File: config.mk
export PLATFORM = sky130hd
export DESIGN_NAME = config_space_scanner
export DESIGN_NICKNAME = d
export VERILOG_FILES = /design/src/rtl/config_space_scanner.sv
export SDC_FILE = /design/constraint.sdc
export NUM_CORES = 1
export LEC_CHECK = 0
export CAP_MARGIN = 20
export CORE_UTILIZATION = 50
export DETAILED_ROUTE_END_ITERATION = 12
export GPL_TIMING_DRIVEN = 0
export PLACE_DENSITY_LB_ADDON = 0.08
export SYNTH_ARGS = -nofsm -noshare
export SYNTH_HDL_FRONTEND = slang
export SYNTH_SLANG_ARGS = --single-unit
File: constraint.sdc
create_clock -name clk -period 3.3 [get_ports clk]
set_clock_uncertainty 0.2 [all_clocks]
set_input_delay 0.495 -clock clk [delete_from_list [all_inputs] [get_ports clk]]
set_output_delay 0.495 -clock clk [all_outputs]
set_load 0.05 [all_outputs]
File: src/rtl/config_space_scanner.sv
`default_nettype none
// ============================================================================
//  Module      : config_space_scanner
//  Description : Walks a list of PCIe cfg dword addresses over the core's CFG
//                read port and captures each dword into a packed register
//                bank. Supports per-entry timeout, forced or periodic rescan
//                and change detection against previously valid values.
//  Revision    : 1.0 - initial release
// ============================================================================
module config_space_scanner #(
    parameter int                     NUM_REGS       = 8,
    parameter logic [10*NUM_REGS-1:0] ADDR_LIST      = {10'd11, 10'd10, 10'd9, 10'd8,
                                                        10'd7,  10'd6,  10'd5, 10'd4},
    parameter int                     TIMEOUT_CYCLES = 256,
    parameter int                     REFRESH_CYCLES = 0
) (
    input  logic                     clk,
    input  logic                     rst_n,
    input  logic                     i_en,
    input  logic                     i_refresh,
    output logic                     o_busy,
    output logic                     o_finished,
    input  logic [31:0]              i_cfg_do,
    input  logic                     i_cfg_rd_wr_done,
    output logic [9:0]               o_cfg_dwaddr,
    output logic                     o_cfg_rd_en,
    output logic [32*NUM_REGS-1:0]   o_cfg_regs,
    output logic [NUM_REGS-1:0]      o_reg_valid,
    output logic [NUM_REGS-1:0]      o_changed_mask,
    output logic                     o_changed,
    output logic                     o_timeout
);

    localparam int c_IW = (NUM_REGS > 1)       ? $clog2(NUM_REGS)       : 1;
    localparam int c_TW = (TIMEOUT_CYCLES > 1) ? $clog2(TIMEOUT_CYCLES) : 1;
    localparam int c_RW = (REFRESH_CYCLES > 1) ? $clog2(REFRESH_CYCLES) : 1;

    localparam logic [c_IW-1:0] c_LAST_IDX = c_IW'(NUM_REGS - 1);
    localparam logic [c_TW-1:0] c_TO_LAST  = c_TW'(TIMEOUT_CYCLES - 1);
    localparam logic [c_RW-1:0] c_RF_LAST  = c_RW'((REFRESH_CYCLES > 0) ? REFRESH_CYCLES - 1 : 0);
    localparam logic            c_AUTO     = (REFRESH_CYCLES != 0);

    typedef enum logic [2:0] {
        S_IDLE    = 3'd0,
        S_PREP    = 3'd1,
        S_REQ     = 3'd2,
        S_CAPTURE = 3'd3,
        S_RELEASE = 3'd4,
        S_DONE    = 3'd5
    } state_t;

    state_t            r_state;
    state_t            w_next;
    logic [c_IW-1:0]   r_idx;
    logic [c_TW-1:0]   r_tcnt;
    logic [c_RW-1:0]   r_rcnt;

    logic              w_done_seen;
    logic              w_to_expire;
    logic              w_last;
    logic              w_rescan;
    logic [31:0]       w_cur_reg;
    logic [9:0]        w_addr_sel;

    assign w_done_seen = (r_state == S_REQ) && i_cfg_rd_wr_done;
    assign w_to_expire = (r_state == S_REQ) && !i_cfg_rd_wr_done && (r_tcnt == c_TO_LAST);
    assign w_last      = (r_idx == c_LAST_IDX);
    assign w_rescan    = (r_state == S_DONE) && (i_refresh || (c_AUTO && (r_rcnt == c_RF_LAST)));
    assign w_cur_reg   = o_cfg_regs[32*int'(r_idx) +: 32];
    assign w_addr_sel  = ADDR_LIST[10*int'(r_idx) +: 10];

    // State register
    always_ff @(posedge clk or negedge rst_n) begin
        if (!rst_n) begin
            r_state <= S_IDLE;
        end else begin
            r_state <= w_next;
        end
    end

    // Next-state decode; dropping i_en aborts from any state
    always_comb begin
        w_next = r_state;
        if (!i_en) begin
            w_next = S_IDLE;
        end else begin
            case (r_state)
                S_IDLE:    w_next = S_PREP;
                S_PREP:    w_next = S_REQ;
                S_REQ: begin
                    if (i_cfg_rd_wr_done) begin
                        w_next = S_CAPTURE;
                    end else if (w_to_expire) begin
                        w_next = S_RELEASE;
                    end
                end
                S_CAPTURE: w_next = S_RELEASE;
                // Next address must not change until the handshake has closed
                S_RELEASE: begin
                    if (!i_cfg_rd_wr_done) begin
                        w_next = w_last ? S_DONE : S_PREP;
                    end
                end
                S_DONE: begin
                    if (w_rescan) begin
                        w_next = S_PREP;
                    end
                end
                default:   w_next = S_IDLE;
            endcase
        end
    end

    // Registered outputs, index and counters
    always_ff @(posedge clk or negedge rst_n) begin
        if (!rst_n) begin
            o_busy         <= 1'b0;
            o_finished     <= 1'b0;
            o_cfg_dwaddr   <= ADDR_LIST[9:0];
            o_cfg_rd_en    <= 1'b0;
            o_cfg_regs     <= '0;
            o_reg_valid    <= '0;
            o_changed_mask <= '0;
            o_changed      <= 1'b0;
            o_timeout      <= 1'b0;
            r_idx          <= '0;
            r_tcnt         <= '0;
            r_rcnt         <= '0;
        end else begin
            o_changed <= 1'b0;

            // A completion seen in REQ is captured even if i_en falls this cycle
            if (w_done_seen) begin
                o_cfg_regs[32*int'(r_idx) +: 32] <= i_cfg_do;
                o_reg_valid[r_idx]               <= 1'b1;
                if (o_reg_valid[r_idx] && (w_cur_reg != i_cfg_do)) begin
                    o_changed_mask[r_idx] <= 1'b1;
                end
            end

            if (!i_en) begin
                o_cfg_rd_en <= 1'b0;
                o_busy      <= 1'b0;
                o_finished  <= 1'b0;
                r_idx       <= '0;
            end else begin
                case (r_state)
                    S_IDLE: begin
                        r_idx          <= '0;
                        o_finished     <= 1'b0;
                        o_busy         <= 1'b1;
                        o_changed_mask <= '0;
                    end
                    S_PREP: begin
                        o_cfg_dwaddr <= w_addr_sel;
                        r_tcnt       <= '0;
                        o_cfg_rd_en  <= 1'b1;
                    end
                    S_REQ: begin
                        if (i_cfg_rd_wr_done) begin
                            o_cfg_rd_en <= 1'b0;
                        end else if (w_to_expire) begin
                            o_cfg_rd_en        <= 1'b0;
                            o_reg_valid[r_idx] <= 1'b0;
                            o_timeout          <= 1'b1;
                        end else begin
                            r_tcnt <= r_tcnt + c_TW'(1);
                        end
                    end
                    S_CAPTURE: begin
                        o_cfg_rd_en <= 1'b0;
                    end
                    S_RELEASE: begin
                        if (!i_cfg_rd_wr_done) begin
                            if (w_last) begin
                                o_busy     <= 1'b0;
                                o_finished <= 1'b1;
                                o_changed  <= |o_changed_mask;
                                r_rcnt     <= '0;
                            end else begin
                                r_idx <= r_idx + c_IW'(1);
                            end
                        end
                    end
                    S_DONE: begin
                        if (w_rescan) begin
                            r_idx          <= '0;
                            o_finished     <= 1'b0;
                            o_busy         <= 1'b1;
                            o_changed_mask <= '0;
                        end else begin
                            r_rcnt <= r_rcnt + c_RW'(1);
                        end
                    end
                    default: begin
                        o_cfg_rd_en <= 1'b0;
                    end
                endcase
            end
        end
    end

endmodule
`default_nettype wire
==> metrics.csv <==
stage;metric;value;unit
run_status;status;completed;
grt;vias in the first global route;12800;
timing;Max Slew Vio Count;0;
hold_path;hold_sp;i_en;
grt;pin count of the biggest net entering global routing;115;
pwr;Cell Int Power;6.93;mW
critical_path;reg2reg setup slack;30;ps
pwr;switching share of power;32.4;%
routing;drt first pass iters;5;
final_layout;post-route cell area;0.0190;mm2
pwr;Clk pwr share;35.3;%
critical_path;R2R Path Start;r_idx[0]$_DFFE_PN0P_;
cts;TritonCTS Buffers;34;
critical_path;Crit. Startpoint;r_idx[0]$_DFFE_PN0P_;
final_layout;Layout area overhead;38.0;%
cts;CTS tree;done;
place;Placed Cells;1965;
critical_path;Max FO, Critical Path;8;
floorplanning;Starting Density;51.0;%
routing;wirelength, routed;54400;um
synth;Post-Syn Area;0.0137;mm2
timing;final setup violation count;0;
pwr;P_leak;7.91;nW
timing;share of the clock period used by the worst path;99.1;%
timing;Tightest Pin Transition;792;ps
timing;Max Clock Freq;306;MHz
synth;predominant post-synthesis flop cell;dfrtp_1;
floorplanning;die height;168;um
timing;unrepaired setup endpoints after global routing;false;
synth;post-synth cell types;57;
pwr;Reg power frac;39.5;%
synth;Synth Area per Inst;10.6;um2
cts;CTS Sinks;295;
critical_path;Crit. End Element;flop;
cts;CTS Root Cell;clkbuf_16;
routing;Vias/cell;6.34;
synth;Gate Count Post-Synth;1301;
pwr;Logic pwr share;25.2;%
grt;Tot GR Track Use;38.5;%
timing;relative slew slack;47.0;%
run;total of max-cap violations;0;
cts;clock insertion delay at the later pin of the skew report;530;ps
routing;initial DRC count;1538;
synth;Post-synth EDFFs;0;
critical_path;CP Launch Type;flop;
routing;DRC violations left;0;
final_layout;final net count;1714;
place;PortBufs;316;
floorplanning;CORE AREA;0.0270;mm2
cts;number of H-tree levels;2;
grt;Remaining Overflow, GRT;0;
place;Post-DP Area;0.0174;mm2
cts;clock slew at reported path FFs;60;ps
synth;post-synthesis async set-or-reset flop share;100;%
grt;first-pass GRT wire length;79700;um
final_layout;layout cells sized above 1;16.9;%
critical_path;Setup CP Type;reg -> reg;
grt;initial antenna violation count;0;
synth;Yosys reg bits;295;
timing;Hold Vio Cnt, Final;0;
floorplanning;I/O pin cnt;324;
routing;DRT antenna net count;0;
floorplanning;Site Rows;60;
place;Routability Congestion;0.946;
place;HPWL after detailed placement;36900;um
timing;Tmin final;3270;ps
pwr;P_sw;3.33;mW
final_layout;Final Core Density;70.4;%
synth;number of synthesis warnings;0;
critical_path;Data arrival, critical path;3460;ps
routing;wire length per cell;26.8;um
cts;number of buffers on the longest clock path;3;
floorplanning;Die W;168;um
pwr;Peak VDD IR;0.000493;V
floorplanning;Die Area;0.0281;mm2
critical_path;CP required;3490;ps
final_layout;final std cells w/o fill;2029;
routing;vias;12900;
synth;register area share after synthesis;53.7;%
hold_path;Hold Crit Class;in -> reg;
pwr;pwr dens;541;mW/mm2
what timing repair did:
item	CTS	global route
setup buffers	2	6
pin swaps	9	8
endpoints found under the hold margin	85	0
hold buffers	1	0
resized for setup	124	61
gates cloned	0	2
setup endpoints to repair	269	260
metal layers:
layer	global-route usage (%)	up-vias	wire (um)
met3	11.1	191	6340
met2	60.4	937	25400
met4	20.3	0	2470
met5	0	-	0
met1	48.6	6421	20200
li1	-	5317	-
flip-flops by register name, indices dropped and copies added, names as in the netlist:
signal and count:
o_changed_mask 8, o_cfg_dwaddr 4, o_changed 1, o_busy 1
o_cfg_regs 256, r_state 3, o_cfg_rd_en 1, r_idx 3
r_tcnt 8, o_reg_valid 8, o_timeout 1, o_finished 1
cells in the mapped netlist, types with 3 or more instances:
cell type / count / area share [%]
xor2_1: 23 / 1.5
o22ai_1: 5 / 0.23
nand4_1: 11 / 0.50
dfrtp_1: 294 / 54
buf_6: 3 / 0.25
a31oi_1: 13 / 0.59
inv_1: 5 / 0.14
nand3_1: 11 / 0.40
a22o_1: 5 / 0.32
nand2_1: 323 / 8.8
a211oi_1: 3 / 0.16
nor2b_1: 6 / 0.27
mux2_2: 71 / 5.8
buf_1: 6 / 0.16
mux4_2: 36 / 5.9
nor3b_1: 3 / 0.16
a21oi_1: 14 / 0.51
ha_1: 8 / 0.73
xnor2_1: 14 / 0.89
nor2_1: 25 / 0.68
buf_2: 8 / 0.29
o21ai_0: 199 / 7.2
buf_4: 9 / 0.49
and3_1: 4 / 0.18
mux2i_1: 47 / 3.4
nor4_1: 5 / 0.23
mux2_1: 4 / 0.33
a22oi_1: 13 / 0.71
clkbuf_1: 64 / 1.7
a221oi_1: 8 / 0.51
nor3_1: 8 / 0.29
o21ai_1: 17 / 0.62
or2_2: 4 / 0.18
layout by cell type, fill, tap and decap left out, types with 5 or more instances in the layout:
master,netlist,layout
a21oi_1,14,14
a221oi_1,8,5
a22o_1,5,5
a22oi_1,13,13
a31oi_1,13,13
buf_2,8,12
buf_4,9,19
buf_6,3,12
clkbuf_1,64,18
clkbuf_16,0,37
clkbuf_2,0,31
clkbuf_4,0,10
clkbuf_8,0,5
clkdlybuf4s50_1,0,315
conb_1,1,6
dfrtp_1,294,293
ha_1,8,7
mux2_2,71,71
mux2i_1,47,46
mux4_2,36,36
nand2_1,323,317
nand2_2,0,6
nand3_1,11,11
nand4_1,11,11
nor2_1,25,22
nor3_1,8,6
o21ai_0,199,197
o21ai_1,17,19
o22ai_1,5,5
xnor2_1,14,14
xor2_1,23,21
kinds of logic (layout without fill, tap and decap cells):
kind of cell	count (synthesis)	count (layout)	synth area share [%]
and+or+nand+nor	408	408	12.2
AOI/OAI and AO/OA	295	295	12.1
DFF	295	295	53.7
muxes	158	158	15.5
buffers and inverters	99	480	3.35
xor gates and xnor gates	37	37	2.36
adders and majority gates	8	8	0.728
other	1	7	0.0273
path summary, 6_finish.rpt:
| path | end | cells after the start |
|---|---|---|
| setup / recovery | o_changed_mask[1]$_DFF_PN0_ | 11 |
| hold / removal | r_state[0]$_DFFE_PN0P_ | 3 |
| min in group asynchronous | r_tcnt[5]$_DFFE_PN0P_ | 2 |
| max in group asynchronous | o_cfg_regs[100]$_DFFE_PN0P_ | 4 |
| hold reg to reg | o_busy$_DFFE_PN0P_ | 2 |
| setup reg to reg | o_changed_mask[1]$_DFF_PN0_ | 11 |
critical path, stage by stage, from the launching register on:
cell      delay (ps)
dfrtp_2          430
buf_12           160
nor2b_1          120
clkbuf_1         290
a221oi_1         400
o21ai_1          110
xnor2_1          240
nand4_1          130
or4_4            600
nor4_4           170
buf_6            170
o21ai_1           80
metrics by stage:
stage	TNS, ps	power, mW	hold slack [ps]	setup slack [ps]
final	0	10.3	154	29.2
after global routing	0	10.5	180	13.0
after CTS	-40.2	10.2	132	-20.9
after detailed placement	-178330	6.58	264	-1510
after global placement	-3460620	6.55	255	-11220
after floorplan	0	5.65	-0.591	332
power by group through the flow:
stage	logic, mW	clock network [mW]	registers (mW)
after floorplan	0.858	0	4.79
after global placement	2.45	0	4.10
after detailed placement	2.48	0	4.10
after CTS	2.52	3.61	4.04
after global routing	2.69	3.75	4.07
final	2.59	3.62	4.05
final cells by class:
| type | instances | area, um2 |
|---|---|---|
| fill | 2015 | 7990 |
| sequential | 295 | 7380 |
| clock buffer | 51 | 976 |
| tap | 341 | 427 |
| inverter | 7 | 35.0 |
| multi-input combinational | 912 | 6080 |
| timing repair buffer | 329 | 3350 |
| buffer | 90 | 667 |
| clock inverter | 3 | 47.5 |
| antenna | 1 | 2.50 |
Note: power is estimated with default switching activity, not from simulation.
